`src/rtl/serial_adder_pkg.sv`:
```
// Shared types and elaboration helpers for the slice-serial adder.
package serial_adder_pkg;

    typedef enum logic [1:0] {
        IDLE = 2'd0,
        RUN  = 2'd1,
        DONE = 2'd2
    } state_e;

    function automatic int sliceCount(input int width, input int slice);
        return width / slice;
    endfunction

    // A single-slice operation still needs one counter bit so the port widths stay legal.
    function automatic int cntWidth(input int n);
        return (n <= 1) ? 1 : $clog2(n);
    endfunction

endpackage

```
`src/rtl/rca_slice.sv`:
```
// SLICE-bit ripple-carry chain of full-adder cells; also exposes the carry into its MSB.
module rca_slice
    import serial_adder_pkg::*;
#(
    parameter int W = 4
) (
    input  logic [W-1:0] a,
    input  logic [W-1:0] b,
    input  logic         ci,
    output logic [W-1:0] s,
    output logic         co,
    output logic         c_msb_in
);

    logic [W:0] c;

    assign c[0] = ci;

    for (genvar i = 0; i < W; i++) begin : gCell
        assign s[i]   = a[i] ^ b[i] ^ c[i];
        assign c[i+1] = (a[i] & b[i]) | (c[i] & (a[i] ^ b[i]));
    end

    assign co       = c[W];
    assign c_msb_in = c[W-1];

endmodule

```
`src/rtl/serial_adder.sv`:
```
// Multi-cycle adder/subtractor that processes SLICE bits per clock through one rca_slice.
module serial_adder
    import serial_adder_pkg::*;
#(
    parameter int WIDTH = 16,
    parameter int SLICE = 4
) (
    input  logic             clk,
    input  logic             rst_n,
    input  logic             start,
    input  logic             sub,
    input  logic [WIDTH-1:0] a,
    input  logic [WIDTH-1:0] b,
    input  logic             cin,
    output logic             busy,
    output logic             done,
    output logic [WIDTH-1:0] sum,
    output logic             cout,
    output logic             ovf
);

    localparam int N  = sliceCount(WIDTH, SLICE);
    localparam int CW = cntWidth(N);

    if ((SLICE < 1) || (WIDTH % SLICE != 0)) begin : gBadSlice
        $error("serial_adder: WIDTH must be an integer multiple of SLICE");
    end

    state_e           state_q;
    logic [WIDTH-1:0] opA_q;
    logic [WIDTH-1:0] opB_q;
    logic [WIDTH-1:0] sum_q;
    logic [CW-1:0]    cnt_q;
    logic [CW-1:0]    cnt_d;
    logic             carry_q;
    logic             cout_q;
    logic             ovf_q;
    logic             busy_q;
    logic             done_q;

    int               sliceBase;
    logic             isLast;
    logic [SLICE-1:0] sliceA;
    logic [SLICE-1:0] sliceB;
    logic [SLICE-1:0] sliceS;
    logic             sliceCo;
    logic             sliceMsbCi;

    always_comb begin
        sliceBase = int'(cnt_q) * SLICE;
        sliceA    = opA_q[sliceBase +: SLICE];
        sliceB    = opB_q[sliceBase +: SLICE];
        cnt_d     = cnt_q + 1'b1;
        isLast    = (cnt_q == CW'(N - 1));
    end

    rca_slice #(
        .W(SLICE)
    ) uSlice (
        .a       (sliceA),
        .b       (sliceB),
        .ci      (carry_q),
        .s       (sliceS),
        .co      (sliceCo),
        .c_msb_in(sliceMsbCi)
    );

    // Subtraction is folded into capture: B is stored inverted and the carry seeded with 1.
    always_ff @(posedge clk or negedge rst_n) begin
        if (!rst_n) begin
            state_q <= IDLE;
            opA_q   <= '0;
            opB_q   <= '0;
            sum_q   <= '0;
            cnt_q   <= '0;
            carry_q <= 1'b0;
            cout_q  <= 1'b0;
            ovf_q   <= 1'b0;
            busy_q  <= 1'b0;
            done_q  <= 1'b0;
        end else begin
            case (state_q)
                IDLE, DONE: begin
                    done_q <= 1'b0;
                    if (start) begin
                        opA_q   <= a;
                        opB_q   <= sub ? ~b : b;
                        carry_q <= sub ? 1'b1 : cin;
                        cnt_q   <= '0;
                        busy_q  <= 1'b1;
                        state_q <= RUN;
                    end else begin
                        state_q <= IDLE;
                    end
                end
                RUN: begin
                    sum_q[sliceBase +: SLICE] <= sliceS;
                    carry_q                   <= sliceCo;
                    if (isLast) begin
                        cnt_q   <= '0;
                        busy_q  <= 1'b0;
                        done_q  <= 1'b1;
                        cout_q  <= sliceCo;
                        ovf_q   <= sliceMsbCi ^ sliceCo;
                        state_q <= DONE;
                    end else begin
                        cnt_q <= cnt_d;
                    end
                end
                default: begin
                    busy_q  <= 1'b0;
                    done_q  <= 1'b0;
                    state_q <= IDLE;
                end
            endcase
        end
    end

    assign busy = busy_q;
    assign done = done_q;
    assign sum  = sum_q;
    assign cout = cout_q;
    assign ovf  = ovf_q;

endmodule

```
`config.mk`:
```
export PLATFORM = sky130hd
export DESIGN_NAME = serial_adder
export DESIGN_NICKNAME = d
export VERILOG_FILES = /design/src/rtl/serial_adder_pkg.sv /design/src/rtl/rca_slice.sv /design/src/rtl/serial_adder.sv
export SDC_FILE = /design/constraint.sdc
export NUM_CORES = 1
export LEC_CHECK = 0
export BUFFER_PORTS_ARGS = -buffer_cell sky130_fd_sc_hd__buf_2
export CORE_MARGIN = 10
export CORE_UTILIZATION = 55
export CTS_CLUSTER_DIAMETER = 150
export CTS_CLUSTER_SIZE = 30
export DETAILED_ROUTE_END_ITERATION = 10
export PLACE_DENSITY_LB_ADDON = 0.25
export SKIP_LAST_GASP = 1
export SYNTH_ARGS = -nofsm -noshare
export SYNTH_HDL_FRONTEND = slang
export SYNTH_SLANG_ARGS = --single-unit
```
`constraint.sdc`:
```
create_clock -name clk -period 3.8 [get_ports clk]
set_input_delay 0.57 -clock clk [delete_from_list [all_inputs] [get_ports clk]]
set_output_delay 0.57 -clock clk [all_outputs]
set_load 0.05 [all_outputs]
```
### Word level (Yosys, flattened, before mapping)

Index checks and enable logic that the tools add are counted.

* bits in registers: 57
* output and inout bits: 20
* logic and storage cells: 66

* $add $sub $neg: 2
* equality and inequality tests: 5
* shifts and indexed selects: 4
* muxes and demuxes: 16
* bitwise operators: 22
* reduce and logical (&&, ||, !) cells: 7

Operators by type and width (number)
* 4-bit negation with 33-bit output: 1
* 4-bit by 33-bit variable shift with 16-bit output (first input constant): 1
* 4-bit by 33-bit indexed part select with 16-bit output: 1
* 16-bit by 5-bit indexed part select with 4-bit output: 2
* 16-bit bitwise mux: 1
* 16-bit 2-to-1 mux: 1
* 16-bit NOT: 1
* 1-bit bitwise XOR: 9
* 1-bit AND: 8
* 2-bit case mux with 2 select lines: 2
* 2-bit AND reduction: 4
* 1-bit 2-to-1 mux: 7
* 2-bit 2-to-1 mux: 3
* 2-bit == test (second input constant): 2
* 2-bit inequality test (second input constant): 2
* 1-bit OR: 4
* 1-bit case mux with 2 select lines: 2
* 2-bit by 1-bit adder with 2-bit output (second input constant): 1
* 2-bit by 1-bit == test with 1-bit output (second input constant): 1
* 2-bit zero test: 1
* 2-bit nonzero test: 1
* 2-bit OR reduction: 1

### Logic depth before layout (Yosys ltp)

* word-level depth: 11
* depth in mapped cells: 10
* gate-level depth less buffers: 9

### Hierarchy

A second synthesis with hierarchy kept.

* cell total of the unflattened synthesis: 217
* area, all modules: 2727.6 um2

Modules (own cells, without submodules)
* serial_adder: instances 1, cells an instance 205, area each 2617.5 um2, sequential area each 1401.3 um2
* rca_slice: instances 1, cells an instance 12, area each 110.1 um2, sequential area each 0.0 um2

### Worst setup path after synthesis

No wires, ideal clock.

* path kind: reg-to-reg
* start: register cnt_q[0]
* end: register sum_q[11], in the netlist sum[11]
* arrival time: 2.880 ns
* required time: 3.675 ns
* path slack: 0.795 ns
* cell stages (with the launch flop): 11
* buffers on the path: 1
* period minus slack after synthesis: 3.005 ns
* cells stage by stage: dfrtp_1 buf_6 mux4_2 inv_1 fa_1 fa_1 inv_1 fa_1 fa_1 and4bb_2 mux2_2

* longest elaborated chain between the ends: 11

RTL lines
* start: declaration: line serial_adder.sv:33 `logic [CW-1:0] cnt_q;`
* start signal: assignment: line serial_adder.sv:107 `cnt_q <= cnt_d;`
* 16-bit by 5-bit indexed part select with 4-bit output, on equally long branches: line serial_adder.sv:51, serial_adder.sv:52
* 1-bit bitwise XOR: line rca_slice.sv:20, rca_slice.sv:21
* 1-bit AND: line rca_slice.sv:21 `assign c[i+1] = (a[i] & b[i]) | (c[i] & (a[i] ^ b[i]));`
* 1-bit OR: line rca_slice.sv:21
* 1-bit AND: line rca_slice.sv:21
* 1-bit OR: line rca_slice.sv:21
* 1-bit AND: line rca_slice.sv:21
* 1-bit OR: line rca_slice.sv:21
* 1-bit bitwise XOR: line rca_slice.sv:20 `assign s[i] = a[i] ^ b[i] ^ c[i];`
* 4-bit by 33-bit indexed part select with 16-bit output: line serial_adder.sv:97 `sum_q[sliceBase +: SLICE] <= sliceS;`
* 16-bit bitwise mux *: line serial_adder.sv:97
* end signal: indexed assignment: line serial_adder.sv:97
* end: declaration: line serial_adder.sv:32 `logic [WIDTH-1:0] sum_q;`

Mark *: on every way between the ends. The rest lies on a longest branch, timed or not.
A chain may end at the register's enable or synchronous reset.

### Final worst setup path

Same ends and word-level chain as after synthesis.

==> reports/metrics.cfg <==
[sta]
maxSlewHeadroom_pct = 46.8
finalClockSkew_ns = 0.00691
setup_tns_ns = 0
setup_viol = 0
timing.hold.ws_ns = 0.329
final_max_slew_viol_count = 0
worst_slew_pin_slew_ns = 0.798
min_period_ns = 3.24
hold_violations = 0
fmax_mhz = 309
rsz0062_at_grt = no
fin_crit_sh_pct = 85.2

[die]
initial_core_util_pct = 56.7
core-area_um2 = 5110
ios = 57
dieArea_um2 = 8570
rows = 26
die_y_um = 92.6
die_w_um = 92.6

[routing]
num_vias = 1755
wl_per_cell_um = 17.3
via_per_inst = 5.43
first_pass_iters = 4
totalWireLength_mm = 5.59
drc_errors = 0
detail-route-antenna-nets = 0
drt_iter0_markers = 62

[clock_tree]
clkSlewWorstSetupHoldPaths_ns = 0.10
clock-sinks = 56
clock_path_buffers = 2
htreeDepth = 2
postCtsSetupBuffers = 0
cts_hold_buf = 0
cts_tree = built
clkLatencyLatePin_ns = 0.31
root_buffer = clkbuf_8
ctsResizeCount = 0
cts_buffers = 5

[cells_and_area]
design_area_um2 = 3290
utilization_pct = 64.4
fin_nets = 299
syn2layout_area_growth_pct = 13.6
drive_above_1_share_pct = 45.8
diodes = 0

[grt]
grt_pass1_vias = 1947
gr-usage-met1_pct = 17.6
antenna_found_initial = 0
grtUsageTotal_pct = 14.0
grtUsageMet2_pct = 22.9
grt_start_max_net_pins = 37
grt-ovfl-total = 0
busiest_layer = met2
grt_pass1_wl_mm = 9.80
use_met3_pct = 3.07

[logic_synthesis]
yosys_warnings = 0
syn_avg_cell_area_um2 = 14.6
mappedNetlistArea_um2 = 2900
synthCells = 199
synth_seq_cells = 56
syn-num-nets = 246
synth.yosys.seq_area_share_pct = 48.4
synth_cell_types = 29

[power]
seq_power_share_pct = 33.3
swShare_pct = 41.6
p_per_area_nw_per_um2 = 980
p_int_uw = 1880
pwr-share-comb_pct = 54.7
power.leakage_uw = 0.00156
ir_drop_mv = 0.441
pwr-share-clk_pct = 12.0
power.net_switching_uw = 1340

[setup_path]
start_kind = register
cp_max_fo = 10
r2r_end = sum[11]$_DFFE_PN0P_
rr_startpoint = cnt_q[0]$_DFFE_PN0P_
critPathCaptureType = register
arrival_ns = 3.45
worstSetupPathType = register to register
rrSetupSlack_ns = 0.56
reg2regPathDepth = 9
required_ns = 4.01

[place]
place_hpwl_mm = 4.32
portBuffers = 56
placed_area_um2 = 3180
gp_congestion = 0.740

[min_path]
min_path_type = input pin to asynchronous set/reset pin

[run]
drv_cap = 0

[outcome]
status = finished, final reports clean

## state kept, by name (all words and copies together) (netlist names)
| register | flops |
|---|---|
| state_q | 2 |
| opB_q | 16 |
| opA_q | 16 |
| carry_q | 1 |
| cout | 1 |
| cnt_q | 2 |
| ovf | 1 |
| busy | 1 |
| sum | 16 |
## cells in the mapped netlist
library cell / n / area [um2]
o31ai_1: 2 / 15.0
dfrtp_1: 56 / 1400
nor2_1: 2 / 7.51
and4b_1: 2 / 20.0
mux2_2: 43 / 484
or3b_1: 1 / 8.76
and2_1: 3 / 18.8
buf_2: 3 / 15.0
and3b_1: 3 / 26.3
fa_1: 4 / 80.1
or4b_1: 2 / 20.0
nand3b_1: 3 / 22.5
o2bb2ai_1: 1 / 8.76
ha_1: 6 / 75.1
clkbuf_2: 2 / 10.0
inv_1: 9 / 33.8
nor2b_1: 6 / 37.5
a21o_1: 1 / 7.51
buf_4: 2 / 15.0
o311a_1: 1 / 10.0
mux4_2: 3 / 67.6
nor4bb_1: 4 / 40.0
a32o_1: 7 / 70.1
mux4_1: 5 / 131
and4bb_2: 1 / 12.5
nor4b_1: 2 / 17.5
xor2_1: 17 / 149
buf_6: 6 / 67.6
nor3b_2: 2 / 25.0
## worst max-delay path, stage by stage (launching register included)
cell	delay (ns)
dfrtp_1	0.60
mux4_1	0.62
inv_1	0.09
fa_1	0.18
fa_1	0.17
inv_1	0.05
fa_1	0.42
fa_1	0.50
and4bb_2	0.25
mux2_2	0.25
## metal layers
layer | up-vias | share of wire, %
met2 | 42 | 50
li1 | 823 | -
met3 | 10 | 5.0
met4 | 0 | 1.9
met5 | - | 0
met1 | 880 | 43
## power by group through the flow
| stage | Combinational, uW | Sequential (uW) | Clock (uW) |
|---|---|---|---|
| 2_1_floorplan | 1200 | 1260 | 0 |
| 3_3_place_gp | 1750 | 1080 | 0 |
| 3_5_place_dp | 1780 | 1090 | 0 |
| 4_1_cts | 1790 | 1080 | 393 |
| 5_1_grt | 1910 | 1130 | 415 |
| 6_report | 1760 | 1070 | 385 |
## layout by cell type, fill, tap and decap left out, types with 2 or more instances in the layout
cell type	synthesis	layout
nand3b_1	3	3
a32o_1	7	7
and3b_1	3	3
nor2_1	2	2
fa_1	4	4
nor4b_1	2	2
nor2b_1	6	5
nor3b_2	2	2
buf_2	3	56
ha_1	6	6
mux4_2	3	3
inv_1	9	9
o31ai_1	2	2
clkbuf_8	0	5
mux4_1	5	5
mux2_2	43	43
nor4bb_1	4	4
buf_4	2	3
xor2_1	17	17
dfrtp_1	56	56
and4b_1	2	2
or4b_1	2	2
and2_1	3	3
## logic make-up (layout without fill, tap and decap cells)
logic type / count (synthesis) / count (layout) / share of synthesized area (%)
and+or+nand+nor: 31 / 31 / 8.85
AOI/OAI and AO/OA: 12 / 12 / 3.84
DFF: 56 / 56 / 48.4
adders and majority gates: 10 / 10 / 5.35
muxes: 51 / 51 / 23.6
buffers and inverters: 22 / 76 / 4.88
xor gates and xnor gates: 17 / 17 / 5.14
## how the worst max path moves through the flow
stage | endpoint | startpoint | slack, ns | cells after the start
2_1_floorplan | sum[11]$_DFFE_PN0P_ | cnt_q[0]$_DFFE_PN0P_ | 0.80 | 10
3_5_place_dp | sum[11]$_DFFE_PN0P_ | cnt_q[0]$_DFFE_PN0P_ | 0.53 | 9
5_1_grt | sum[11]$_DFFE_PN0P_ | cnt_q[0]$_DFFE_PN0P_ | 0.35 | 9
4_1_cts | sum[11]$_DFFE_PN0P_ | cnt_q[0]$_DFFE_PN0P_ | 0.52 | 9
6_report | sum[11]$_DFFE_PN0P_ | cnt_q[0]$_DFFE_PN0P_ | 0.56 | 9
3_3_place_gp | sum[11]$_DFFE_PN0P_ | cnt_q[0]$_DFFE_PN0P_ | 0.60 | 9
## metrics by stage
stage	instances	power (uW)	setup slack (ns)
final	323	3220	0.563
after global routing	323	3460	0.354
after CTS	323	3260	0.516
after detailed placement	315	2880	0.535
after global placement	315	2830	0.600
after floorplan	199	2460	0.795
## area by class of cell
type | count | area, um2
flip-flops and latches | 56 | 1400
well taps | 70 | 87.6
fillers | 409 | 1820
inverters | 9 | 33.8
clock inverters | 2 | 35.0
clock buffers | 6 | 72.6
repair buffers | 59 | 303
multi-input cells | 121 | 1360
Note: power is estimated with default switching activity, not from simulation.
